`config.mk`:
```
export PLATFORM = sky130hd
export DESIGN_NAME = handshake_sync_arbiter
export DESIGN_NICKNAME = d
export VERILOG_FILES = /design/src/rtl/handshake_sync_arbiter.sv
export SDC_FILE = /design/constraint.sdc
export NUM_CORES = 1
export LEC_CHECK = 0
export BUFFER_PORTS_ARGS = -buffer_cell sky130_fd_sc_hd__buf_2
export CORE_MARGIN = 2
export CORE_UTILIZATION = 46
export DETAILED_ROUTE_END_ITERATION = 10
export HOLD_SLACK_MARGIN = 0.05
export PLACE_DENSITY = 0.82
export SKIP_CTS_REPAIR_TIMING = 1
export SLEW_MARGIN = 5
export SYNTH_ARGS = -nofsm -noshare
export SYNTH_HDL_FRONTEND = slang
export SYNTH_SLANG_ARGS = --single-unit
```
`constraint.sdc`:
```
create_clock -name src_clk -period 2 [get_ports src_clk]
set_input_delay 0.1 -clock src_clk [delete_from_list [all_inputs] [get_ports src_clk]]
set_output_delay 0.1 -clock src_clk [all_outputs]
set_load 0.02 [all_outputs]
```
`src/rtl/handshake_sync_arbiter.sv`:
```
// handshake_sync_arbiter
//   Shares one handshake_synchronizer source port among NUM_REQ requesters in
//   the src_clk domain. A round-robin winner is picked only while idle, exactly
//   one transfer is launched for it, and the arbiter waits for the synchronizer
//   to leave idle and come back before arbitrating again.
//
// Ports
//   src_clk, src_reset    source clock, asynchronous active-high reset
//   req[NUM_REQ]          level requests; hold req and data until gnt
//   req_data              payload slice i = req_data[i*DATA_WIDTH +: DATA_WIDTH]
//   gnt[NUM_REQ]          one-hot pulse on the cycle the payload is accepted
//   start, data_in        to synchronizer source port
//   ready                 from synchronizer, high while its sender is idle
//   busy                  high from winner selection until transfer completes
//   owner                 index of current / last winner
//   xfer_count            completed transfers, wraps silently
module handshake_sync_arbiter #(
    parameter int NUM_REQ    = 4,
    parameter int DATA_WIDTH = 32,
    parameter int CNT_WIDTH  = 16
) (
    input  logic                          src_clk,
    input  logic                          src_reset,
    input  logic [NUM_REQ-1:0]            req,
    input  logic [NUM_REQ*DATA_WIDTH-1:0] req_data,
    output logic [NUM_REQ-1:0]            gnt,
    output logic                          start,
    output logic [DATA_WIDTH-1:0]         data_in,
    input  logic                          ready,
    output logic                          busy,
    output logic [$clog2(NUM_REQ)-1:0]    owner,
    output logic [CNT_WIDTH-1:0]          xfer_count
);
    localparam int OW = $clog2(NUM_REQ);

    typedef enum logic [1:0] {IDLE, LAUNCH, WAIT_LOW, WAIT_HIGH} state_t;

    state_t                state, state_nxt;
    logic [OW-1:0]         rr_ptr;
    logic [OW-1:0]         win_idx;
    logic                  win_found;
    logic [DATA_WIDTH-1:0] win_data;
    logic [OW:0]           scan;
    logic [OW-1:0]         owner_inc;
    logic                  select, done;

    // Round-robin scan: first set request at rr_ptr, rr_ptr+1, ... mod NUM_REQ.
    // One extra bit holds rr_ptr+i before folding back into range.
    always_comb begin
        win_found = 1'b0;
        win_idx   = '0;
        scan      = '0;
        for (int i = 0; i < NUM_REQ; i++) begin
            scan = {1'b0, rr_ptr} + (OW+1)'(i);
            if (scan >= (OW+1)'(NUM_REQ))
                scan = scan - (OW+1)'(NUM_REQ);
            if (!win_found && req[scan[OW-1:0]]) begin
                win_found = 1'b1;
                win_idx   = scan[OW-1:0];
            end
        end
    end

    always_comb begin
        win_data = '0;
        for (int i = 0; i < NUM_REQ; i++)
            if (win_idx == OW'(i))
                win_data = req_data[i*DATA_WIDTH +: DATA_WIDTH];
    end

    assign owner_inc = (owner == OW'(NUM_REQ-1)) ? '0 : owner + 1'b1;

    always_comb begin
        state_nxt = state;
        start     = 1'b0;
        gnt       = '0;
        select    = 1'b0;
        done      = 1'b0;
        case (state)
            IDLE: begin
                if (ready && win_found) begin
                    select    = 1'b1;
                    state_nxt = LAUNCH;
                end
            end
            LAUNCH: begin
                start = 1'b1;
                // start && ready is the accepting cycle; otherwise hold start/data
                if (ready) begin
                    gnt[owner] = 1'b1;
                    state_nxt  = WAIT_LOW;
                end
            end
            WAIT_LOW: begin
                // sender must visibly leave idle before completion can be trusted
                if (!ready)
                    state_nxt = WAIT_HIGH;
            end
            WAIT_HIGH: begin
                if (ready) begin
                    done      = 1'b1;
                    state_nxt = IDLE;
                end
            end
            default: state_nxt = IDLE;
        endcase
    end

    always_ff @(posedge src_clk or posedge src_reset) begin
        if (src_reset) begin
            state      <= IDLE;
            rr_ptr     <= '0;
            owner      <= '0;
            data_in    <= '0;
            busy       <= 1'b0;
            xfer_count <= '0;
        end else begin
            state <= state_nxt;
            if (select) begin
                owner   <= win_idx;
                data_in <= win_data;
                busy    <= 1'b1;
            end
            if (done) begin
                xfer_count <= xfer_count + 1'b1;
                rr_ptr     <= owner_inc;
                busy       <= 1'b0;
            end
        end
    end
endmodule

```
== Word-level counts from Yosys, hierarchy flattened ==
Cells that the tools add are included.
Operators by class
  shift operators: 0
  $mul: 0
  bitwise logic cells: 0
  add/sub/neg operators: 9
  muxes and demuxes: 41
  equality and inequality tests: 11
  reductions and logical operators: 12
  div/mod/pow operators: 0
  magnitude comparators: 10
Operators with widths (number)
  two-way mux 32 bit: 4
  two-way mux 2 bit: 13
  adder 16 x 1 -> 16 bit (second input constant): 1
  two-way mux 1 bit: 16
  < comparator 2 x 3 -> 1 bit (second input constant): 5
  equality test 2 bit (second input constant): 5
  >= comparator 3 bit (second input constant): 3
  binary-select mux 1 bit (select 2 bit): 4
  two-way mux 4 bit: 2
  != test 2 bit (second input constant): 4
  case mux 2 bit (4 select lines): 1
  subtractor 2 x 1 -> 2 bit (second input constant): 4
  adder 2 x 2 -> 3 bit (second input constant): 2
  logical AND 1 bit: 5
  equality test 2 x 1 -> 1 bit (second input constant): 2
  logical NOT 2 bit: 2
  AND reduction 4 bit: 1
  adder 2 x 1 -> 3 bit (second input constant): 1
  >= comparator 2 x 3 -> 1 bit (second input constant): 1
  logical NOT 1 bit: 3
  adder 2 x 1 -> 2 bit (second input constant): 1
  demux 1 bit (select 2 bit): 1
  >= comparator 2 x 1 -> 1 bit (second input constant): 1
  nonzero test 2 bit: 1
Word-level totals
  output and inout bits: 56
  bits in latches: 0
  input bits: 135
  bits in read-only memories: 0
  register bits after elaboration: 55
  memories kept: 0
  memory bits (writable): 0

== Depth between registers and ports, before layout ==
Gate-level depths: netlist of run 1.
  word-level depth: 19
  gate-level depth with buffers: 8
  gate-level depth less buffers: 6

== Worst setup path after synthesis of run 1 ==
Ideal clock, no wire load.
  path type: flip-flop to flip-flop
  from: register rr_ptr[1]
  to: register data_in[17]
  cell stages (with the launch flop): 7
  required time: 1.865 ns
  path slack: 0.291 ns
  period minus slack after synthesis: 1.709 ns
  arrival: 1.574 ns
  setup time: 0.135 ns
  path through: dfrtp_1 > o21ai_0 > a221oi_1 > nor2_4 > buf_6 > a221oi_1 > a211oi_2
On the way
  cells in the longest elaborated chain, start to end: 19
RTL lines
  from (decl): line 39  | logic [OW-1:0] rr_ptr;
  from (signal assigned): line 126  | rr_ptr <= owner_inc;
  parallel branches: the longest is 19 deep, another holds adder 2 x 1 -> 3 bit
  to (signal assigned): line 121  | data_in <= win_data;
  to (decl): line 28  | output logic [DATA_WIDTH-1:0] data_in,
Parallel ways; which one is timed is not known. The select of a mux whose other input is x is not followed.
A chain may end at the register's enable or synchronous reset.

== Worst setup path after layout of run 1 ==
  from: register rr_ptr[0]
  to: register data_in[10]
Same word-level chain as after synthesis.

==> results of run 1 <==
-- cells in the final DEF (no fill, tap or decap), types with 2 or more instances in the layout --
cell,n
xnor2_1,10
o21ai_4,2
buf_4,9
inv_1,9
a211oi_1,3
and3_1,9
nor2b_1,33
clkbuf_8,5
a21oi_1,3
mux2i_1,32
a221oi_1,22
a221oi_2,11
nor2_1,35
nand2_1,6
buf_2,190
buf_12,8
a211oi_2,29
nand4_1,2
dfrtp_1,55
nand3_1,8
ha_1,9
o21ai_0,5
xor2_1,5
and2_1,2
mux2_2,3
-- final cells by class --
cell class / count / area, um^2
inverter: 10 / 37.54
multi-input combinational: 246 / 2058
clock inverter: 1 / 30.03
timing repair buffer: 208 / 1189
sequential: 55 / 1376
fill: 653 / 2756
tap: 102 / 127.6
clock buffer: 6 / 72.57
-- layer usage --
layer,vias up,GRT usage
li1,1625,-
met4,0,0.07836
met3,16,0.04191
met5,-,0
met1,1673,0.2643
met2,125,0.4283
-- per-stage QoR --
step / hold slack (ns) / util / total power (W) / cell area [um^2]
after floorplan: 0.3273 / - / 0.004149 / 3585
after global placement: 0.2071 / 0.6144 / 0.005079 / 4698
after detailed placement: 0.2140 / 0.6144 / 0.005210 / 4698
after CTS: -0.1283 / 0.6278 / 0.005940 / 4801
after global routing: 0.1151 / 0.6396 / 0.006454 / 4891
final: 0.1097 / 0.6396 / 0.006075 / 4891
-- power groups by stage --
stage	combinational, W	sequential, W	clock (W)
global route	0.00374	0.00192	0.000791
global placement	0.00321	0.00186	0
detailed placement	0.00332	0.00189	0
finish	0.00348	0.00187	0.000726
CTS	0.00332	0.00187	0.000744
floorplan	0.00181	0.00234	0
-- registers in the layout (all words and copies together), names as in the netlist --
| name | flops |
|---|---|
| owner | 2 |
| state | 2 |
| data_in | 32 |
| busy | 1 |
| xfer_count | 16 |
| rr_ptr | 2 |
-- worst paths after layout --
check	to	depth (start not counted)
worst max-delay path	data_in[10]	6
worst min-delay path	data_in[6]	3
worst max register to register	data_in[10]	6
worst min register to register	xfer_count[15]	1
max in group asynchronous	data_in[8]	4
min in group asynchronous	xfer_count[14]	3
-- kinds of logic (layout without fill, tap and decap cells) --
group	count (synthesis)	after routing	share of synthesized area
simple gates	105	105	0.1574
compound gates	81	82	0.2370
flops	55	55	0.3839
mux	35	35	0.09878
buf+inv	33	225	0.05480
xor+xnor	15	15	0.03665
fa+ha+maj	9	9	0.03141
-- worst min-delay path, stage by stage --
cell,delay [ns]
buf_2,0.09
mux2i_1,0.11
a211oi_1,0.08
==> out/qor.yml, run 1 <==
timing:
  rsz0062_at_grt: "no"
  worst_pin_slew_ns: 0.8312
  final-hold-violation-count: 0
  finalCritPeriodShare: 0.9291
  setup_ws_ns: 0.1419
  finalMaxSlewViolations: 0
  totalNegativeSetupSlack_ns: 0
  fin_worst_skew_ns: 0.009602
  fmax_mhz: 538.2
  maxSlewHeadroom: 0.4400
  finalCriticalPeriod_ns: 1.858
  setup_viol: 0
min_path:
  hp-start: "req_data[38]"
  hp-class: "input pin to flop"
synth:
  syn_nets: 477
  synth_top_area_frac: 0.3839
  syn_inst: 333
  synth_top_area_cell: "dfrtp_1"
  ys.flop_type: "dfrtp_1"
  async_flop_share: 1.000
  synth_edf_count: 0
  synth.distinct_cells: 40
  yosysMostFrequentCell: "dfrtp_1"
  yosysWarnings: 0
  syn_area_per_cell_um2: 10.76
  yosys-top-cells-count: "55 x dfrtp_1, 36 x nor2_1, 33 x nor2b_1"
  syn-cell-area_mm2: 0.003585
  synth_seq_cells: 55
  synth_top_cells_by_area: "dfrtp_1 38%, a211oi_2 10%, mux2i_1 8.9%"
  synth_seq_area_share: 0.3839
final_layout:
  area_growth_pct: 36.44
  drive_above_1_share: 0.5038
  instances_no_fill: 628
  num_antenna_cells: 0
  nets: 670
place:
  post-place-ws_ns: -0.1635
  port_buffers: 190
  gp_congestion: 0.8241
  place_hpwl_um: 7600
  placed_cells: 614
critical_path:
  arrival_ns: 2.05
  cp_num_buf_inv: 1
  slowest_stage: "a2111oi_2"
  r2r-start: "rr_ptr[0]"
  rrSetupSlack_ns: 0.14
  max_stage_delay_ns: 0.45
  crit_path_start: "rr_ptr[0]"
  critPathLaunchType: "flop"
  crit_family: "compound AO/OA/AOI/OAI gates"
  cp.required_ns: 2.19
  worstPathCellList: "nor2b_1, a2111oi_2, nor2_4, buf_12, a221oi_1, a211oi_2"
  critical_path.max_fanout: 31
  cp-end-kind: "flop"
  path_class: "flop to flop"
status:
  outcome: "finished clean"
die:
  core_region_area_mm2: 0.007647
  start_util: 0.4688
  ios: 191
  rows: 32
  die_h_um: 92.28
  dieArea_mm2: 0.008515
  die_width_um: 92.28
route:
  viasPerCell: 5.476
  drt_iter0_markers: 146
  highest_layer: "met4"
  met1Wirelength_um: 4074
  drt-total-wl_um: 10240
  met2_length_um: 5411
  drc: 0
  wire_per_inst_um: 16.31
  num_vias: 3439
  drtAntennaViolNets: 0
  wl_met3_um: 579
  drtPass1Iterations: 5
grt:
  globalRoute.totalOverflow: 0
  grt_max_degree: 34
  grt_antenna_before_repair: 0
  grt_first_pass_wirelength_um: 15670
  grt_pass1_vias: 3398
  gr-usage-all-layers: 0.2304
cts:
  cts_tree: "done"
  cts_buffers: 5
  root_buffer: "clkbuf_8"
  clockBufferDepth: 2
  htree_levels: 2
  path_clk_slew_ns: 0.10
  clk_latency_ns: 0.30
  clkSinkCount: 55
pwr:
  power_frac_comb: 0.572
  pwr-share-clk: 0.120
  netSwitchingFraction: 0.4486
  p_leak_nw: 2.464
  p_sw_w: 0.002725
  power_density_mw_per_mm2: 1242
  seqPwrFrac: 0.308
  intPower_w: 0.003350
  irDropWorstVdd_mv: 0.6675
job:
  max_cap_viol_count: 0
Note: power is estimated with default switching activity, not from simulation.
==> run 2, diff against run 1 <==
--- a/config.mk
+++ b/config.mk
@@ -5,12 +5,14 @@
 export SDC_FILE = /design/constraint.sdc
 export NUM_CORES = 1
 export LEC_CHECK = 0
+export ABC_AREA = 1
 export BUFFER_PORTS_ARGS = -buffer_cell sky130_fd_sc_hd__buf_2
 export CORE_MARGIN = 2
-export CORE_UTILIZATION = 46
+export CORE_UTILIZATION = 48
 export DETAILED_ROUTE_END_ITERATION = 10
 export HOLD_SLACK_MARGIN = 0.05
 export PLACE_DENSITY = 0.82
+export REMOVE_ABC_BUFFERS = 1
 export SKIP_CTS_REPAIR_TIMING = 1
 export SLEW_MARGIN = 5
 export SYNTH_ARGS = -nofsm -noshare
==> out/qor.yml, run 2 <==
place:
  port_buffers: 190  # unchanged
  place_hpwl_um: 8488  # +12%
  post-place-ws_ns: -0.1377  # +0.02576 ns
  gp_congestion: 0.8677  # +5.3%
  placed_cells: 980  # +60%
timing:
  finalCritPeriodShare: 1.056  # +0.1274
  fin_worst_skew_ns: 0.01212  # +0.002522 ns
  finalCriticalPeriod_ns: 2.113  # +0.2548 ns
  maxSlewHeadroom: 0.6924  # +0.2523
  setup_viol: 33  # +33
  totalNegativeSetupSlack_ns: -2.158  # -2.158 ns
  rsz0062_at_grt: "yes"
  finalMaxSlewViolations: 0  # unchanged
  final-hold-violation-count: 0  # unchanged
  worst_pin_slew_ns: 0.4608  # -0.3704 ns
  fmax_mhz: 473.3  # -12%
  setup_ws_ns: -0.1129  # -0.2548 ns
synth:
  syn_area_per_cell_um2: 6.173  # -43%
  synth_seq_area_share: 0.3293  # -0.05460
  synth_edf_count: 0  # unchanged
  ys.flop_type: "dfrtp_1"
  yosys-top-cells-count: "270 x nand2_1, 131 x inv_1, 64 x nor2_1"
  synth_top_cells_by_area: "dfrtp_1 33%, nand2_1 24%, inv_1 12%"
  synth.distinct_cells: 30  # -25%
  synth_top_area_frac: 0.3293  # -0.05460
  syn-cell-area_mm2: 0.004179  # +17%
  syn_inst: 677  # +100%
  async_flop_share: 1.000  # unchanged
  synth_top_area_cell: "dfrtp_1"
  synth_seq_cells: 55  # unchanged
  yosysWarnings: 0  # unchanged
  yosysMostFrequentCell: "nand2_1"
job:
  max_cap_viol_count: 0  # unchanged
critical_path:
  critPathLaunchType: "flop"
  cp.required_ns: 2.21  # +0.02 ns
  cp-end-kind: "flop"
  worstPathCellList: "buf_6, nand2_2, nand2_2, nand2_2, nand2_2, nor2_2, nand3_2, nand2_2, nand2_4, nor2_4, buf_12, clkbuf_16, nand2_1, nand2_1, inv_1, nand2_1, nand2_1"
  max_stage_delay_ns: 0.47  # +0.02 ns
  path_class: "flop to flop"
  rrSetupSlack_ns: -0.11  # -0.25 ns
  critical_path.max_fanout: 7  # -77%
  r2r-start: "rr_ptr[0]"
  crit_family: "simple AND/OR/NAND/NOR gates"
  arrival_ns: 2.32  # +0.27 ns
  cp_num_buf_inv: 4  # +3
  worstRegToRegCells: 17  # +11
  slowest_stage: "dfrtp_2"
  r2r-end: "data_in[26]"
  cp_common_cell: "nand2_2"
status:
  outcome: "finished, violations left"
  violations: "setup timing"
grt:
  grt_first_pass_wirelength_um: 18320  # +17%
  grt_antenna_before_repair: 0  # unchanged
  grt_max_degree: 37  # +8.8%
  globalRoute.totalOverflow: 0  # unchanged
  grt_pass1_vias: 4246  # +25%
  gr-usage-all-layers: 0.2311  # +0.0007291
cts:
  cts_tree: "done"
  path_clk_slew_ns: 0.10  # about the same
  clockBufferDepth: 2  # unchanged
  htree_levels: 2  # unchanged
  cts_buffers: 5  # unchanged
  clk_latency_ns: 0.30  # about the same
  root_buffer: "clkbuf_8"
  clkSinkCount: 55  # unchanged
route:
  drt-total-wl_um: 11590  # +13%
  wire_per_inst_um: 11.62  # -29%
  drt_iter0_markers: 185  # +27%
  drtPass1Iterations: 4  # -1
  viasPerCell: 4.663  # -15%
  drc: 0  # unchanged
  drtAntennaViolNets: 0  # unchanged
  num_vias: 4649  # +35%
pwr:
  netSwitchingFraction: 0.5162  # +0.06763
  seqPwrFrac: 0.193  # -0.115
  power_frac_comb: 0.740  # +0.168
  power_density_mw_per_mm2: 1687  # +36%
  pwr-share-clk: 0.066  # -0.054
  p_sw_w: 0.004934  # +81%
  intPower_w: 0.004624  # +38%
  irDropWorstVdd_mv: 0.9527  # +43%
  p_leak_nw: 3.666  # +49%
die:
  dieArea_mm2: 0.009468  # +11%
  core_region_area_mm2: 0.008593  # +12%
  die_h_um: 97.31  # +5.5%
  ios: 191  # unchanged
  die_width_um: 97.31  # +5.5%
  start_util: 0.4863  # +0.01756
  rows: 34  # +6.3%
final_layout:
  final_core_util: 0.6593  # +0.01973
  n_fill_cell: 807  # +24%
  largest_register: "data_in"
  top_regs: "data_in: 32 flops, xfer_count: 16 flops"
  num_antenna_cells: 0  # unchanged
  mostFrequentLayoutCell: "nand2_1"
  largest_reg_flops: 32  # unchanged
  multi_input_area_mm2: 0.002183  # +6.1%
  instances_no_fill: 997  # +59%
  drive_above_1_share: 0.3161  # -0.1877
  nets: 1032  # +54%
  area_growth_pct: 35.57
  regArea_mm2: 0.001378  # about the same
  layout_common_cells: "259 x nand2_1, 190 x buf_2, 130 x inv_1"
min_path:
  hold-path-cell-count: 5  # +2
  hp-class: "input pin to flop"
  hp-start: "req_data[44]"
  hold_path_end: "data_in[12]"
[run 2: cell count changes after synthesis, moves of 10 or more]
cell      change
nand2_1     +264
inv_1       +121
nand3_1      +50
nor2b_1      -33
mux2i_1      -32
a211oi_2     -29
nor2_1       +28
a221oi_1     -22
nand2_2      +18
a221oi_2     -11
and3_1       -10
[run 2: final cells by class]
cell class / instances / area share
Tap cell: 108 / 0.02385
Inverter: 135 / 0.09077
Timing Repair Buffer: 226 / 0.2401
Clock buffer: 7 / 0.01524
Sequential cell: 55 / 0.2432
Multi-Input combinational cell: 465 / 0.3854
Clock inverter: 1 / 0.001546
[run 2: stage by stage]
step	power [W]	hold WS (ns)	cell area, um^2
6_report	0.009558	0.09431	5665
5_1_grt	0.01051	0.1234	5665
4_1_cts	0.008916	-0.2020	5449
3_5_place_dp	0.008262	0.1362	5354
3_3_place_gp	0.008147	0.1357	5354
2_1_floorplan	0.005977	0.3019	4015
[run 2: cells by family after synthesis]
family / Yosys count / synth area share
and+or+nand+nor: 431 / 0.4395
buffers and inverters: 157 / 0.1605
DFF: 55 / 0.3293
xor gates and xnor gates: 14 / 0.02934
AOI/OAI and AO/OA: 11 / 0.01437
adders and majority gates: 9 / 0.02695
[run 2: worst register-to-register path, delay by kind of cell, from the launching register on]
kind / cells / cell delay, ns
buf+inv: 4 / 0.47
flops: 1 / 0.47
simple gates: 13 / 1.07
[run 2: how the worst max path moves through the flow]
stage,start,end,slack (ns),cells past startpoint
after floorplan,rr_ptr[0],data_in[13],-0.65,13
after global placement,rr_ptr[0],data_in[15],-0.08,13
after detailed placement,rr_ptr[0],data_in[23],-0.14,13
after CTS,rr_ptr[0],data_in[23],-0.15,13
after global routing,rr_ptr[0],data_in[6],-0.25,16
final,rr_ptr[0],data_in[26],-0.11,17
[run 2: power by group through the flow]
stage	Combinational, W	Clock, W	Sequential, W
global placement	0.00631	0	0.00184
detailed placement	0.00643	0	0.00183
CTS	0.00643	0.000656	0.00183
global route	0.00792	0.000692	0.00190
finish	0.00708	0.000636	0.00185
floorplan	0.00371	0	0.00227
[run 2: routing by layer]
metal | GRT usage | share of wire | routed length (um)
met1 | 0.2846 | 0.41 | 4772
met4 | 0.06303 | 0.016 | 189
met5 | 0 | 0 | 0
met2 | 0.4129 | 0.50 | 5783
met3 | 0.04604 | 0.073 | 841
==> run 3, diff against run 2 <==
--- a/config.mk
+++ b/config.mk
@@ -13,6 +13,7 @@
 export HOLD_SLACK_MARGIN = 0.05
 export PLACE_DENSITY = 0.82
 export REMOVE_ABC_BUFFERS = 1
+export SETUP_SLACK_MARGIN = 0.02
 export SKIP_CTS_REPAIR_TIMING = 1
 export SLEW_MARGIN = 5
 export SYNTH_ARGS = -nofsm -noshare
==> out/qor.yml, run 3 (same netlist as run 2, synthesis figures left out) <==
critical_path:
  critPathLaunchType: "flop"
  rrSetupSlack_ns: -0.11  # about the same
  r2r-start: "rr_ptr[0]"
  worstRegToRegCells: 17  # unchanged
  critical_path.max_fanout: 7  # unchanged
  worstSetupEndpoint: "data_in[26]"
  path_class: "flop to flop"
  cp-end-kind: "flop"
  crit_path_start: "rr_ptr[0]"
  cp.required_ns: 2.21  # about the same
  arrival_ns: 2.32  # about the same
  r2r-end: "data_in[26]"
cts:
  root_buffer: "clkbuf_8"
  clockBufferDepth: 2  # unchanged
  path_clk_slew_ns: 0.10  # about the same
  clkSinkCount: 55  # unchanged
  clk_latency_ns: 0.30  # about the same
  cts_buffers: 5  # unchanged
  cts_tree: "done"
  htree_levels: 2  # unchanged
route:
  drt_iter0_markers: 166  # -10%
  drc: 0  # unchanged
  drtAntennaViolNets: 0  # unchanged
  drt-total-wl_um: 11690  # +0.86%
  wire_per_inst_um: 11.72  # +0.86%
  viasPerCell: 4.679  # +0.34%
  num_vias: 4665  # +0.34%
  drtPass1Iterations: 4  # unchanged
timing:
  maxSlewHeadroom: 0.6918  # about the same
  setup_viol: 33  # unchanged
  fmax_mhz: 473.8  # about the same
  hold_ws_ns: 0.09443  # +0.0001241 ns
  rsz0062_at_grt: "yes"
  finalCriticalPeriod_ns: 2.111  # -0.002073 ns
  setup_ws_ns: -0.1108  # +0.002073 ns
  fin_worst_skew_ns: 0.01249  # +0.0003628 ns
  worst_pin_slew_ns: 0.4617  # +0.0009261 ns
  finalMaxSlewViolations: 0  # unchanged
  final-hold-violation-count: 0  # unchanged
  finalCritPeriodShare: 1.055  # about the same
  totalNegativeSetupSlack_ns: -2.222  # -0.06443 ns
grt:
  globalRoute.totalOverflow: 0  # unchanged
  grt_max_degree: 37  # unchanged
  grt_antenna_before_repair: 0  # unchanged
  gr-usage-all-layers: 0.2311  # unchanged
  grt_first_pass_wirelength_um: 18320  # unchanged
  grt_pass1_vias: 4246  # unchanged
final_layout:
  layout_common_cells: "259 x nand2_1, 190 x buf_2, 130 x inv_1"
  num_antenna_cells: 0  # unchanged
  regArea_mm2: 0.001378  # unchanged
  area_growth_pct: 35.63  # about the same
  n_fill_cell: 808  # +0.12%
  top_regs: "data_in: 32 flops, xfer_count: 16 flops"
  largest_register: "data_in"
  nets: 1032  # unchanged
  largest_reg_flops: 32  # unchanged
  multi_input_area_mm2: 0.002183  # unchanged
  drive_above_1_share: 0.3161  # unchanged
  mostFrequentLayoutCell: "nand2_1"
die:
  rows: 34  # unchanged
  die_h_um: 97.31  # unchanged
  ios: 191  # unchanged
  dieArea_mm2: 0.009468  # unchanged
  core_region_area_mm2: 0.008593  # unchanged
  start_util: 0.4863  # unchanged
  die_width_um: 97.31  # unchanged
pwr:
  power_density_mw_per_mm2: 1692  # +0.27%
  p_leak_nw: 3.665  # about the same
  irDropWorstVdd_mv: 0.9534  # about the same
status:
  violations: "setup timing"
  outcome: "finished, violations left"
place:
  port_buffers: 190  # unchanged
  gp_congestion: 0.8677  # unchanged
  place_hpwl_um: 8488  # unchanged
  post-place-ws_ns: -0.1377  # unchanged
min_path:
  hp-class: "input pin to flop"
job:
  max_cap_viol_count: 0  # unchanged
run 3: cell type report:
type                       instances  area share
multi-input combinational        465      0.3852
sequential                        55      0.2430
tap                              108     0.02384
inverter                         135     0.09117
timing repair buffer             226      0.2400
clock buffer                       7     0.01523
clock inverter                     1    0.001545
run 3: worst min path at each step:
stage          slack [ns]          from              to  cells after the start
2_1_floorplan        0.30   req_data[9]      data_in[9]                      4
3_3_place_gp         0.14     src_reset  xfer_count[15]                      2
3_5_place_dp         0.14     src_reset  xfer_count[15]                      2
4_1_cts             -0.20     src_reset   xfer_count[2]                      2
5_1_grt              0.12  req_data[54]     data_in[22]                      5
6_report             0.09  req_data[44]     data_in[12]                      5
run 3: routing by layer:
metal  wire (um)  part of all wire  global-route usage
met1        4761              0.41              0.2846
met4         217             0.019             0.06303
met2        5838              0.50              0.4129
met3         870             0.074             0.04604
met5           0                 0                   0
run 3: critical path, stage by stage (launching register included):
cell,delay (ns)
dfrtp_2,0.47
buf_6,0.13
nand2_2,0.06
nand2_2,0.07
nand2_2,0.08
nand2_2,0.05
nor2_2,0.12
nand3_2,0.08
nand2_2,0.09
nand2_4,0.09
nor2_4,0.23
buf_12,0.15
clkbuf_16,0.14
nand2_1,0.05
nand2_1,0.05
inv_1,0.04
nand2_1,0.06
nand2_1,0.04
run 3: stage by stage:
step / instances / total power [W] / cell area [um^2] / util
floorplan: 655 / 0.005977 / 4015 / -
global placement: 980 / 0.008147 / 5354 / 0.6230
detailed placement: 980 / 0.008262 / 5354 / 0.6230
CTS: 988 / 0.008916 / 5449 / 0.6341
global route: 997 / 0.01052 / 5668 / 0.6596
finish: 997 / 0.009588 / 5668 / 0.6596
run 3: report_power, final:
| part | total, W | internal, W | switching (W) |
|---|---|---|---|
| Clock | 0.000636 | 0.000285 | 0.000351 |
| Sequential | 0.00185 | 0.00154 | 0.000311 |
| Combinational | 0.00710 | 0.00280 | 0.00430 |
| Total | 0.00959 | 0.00463 | 0.00496 |
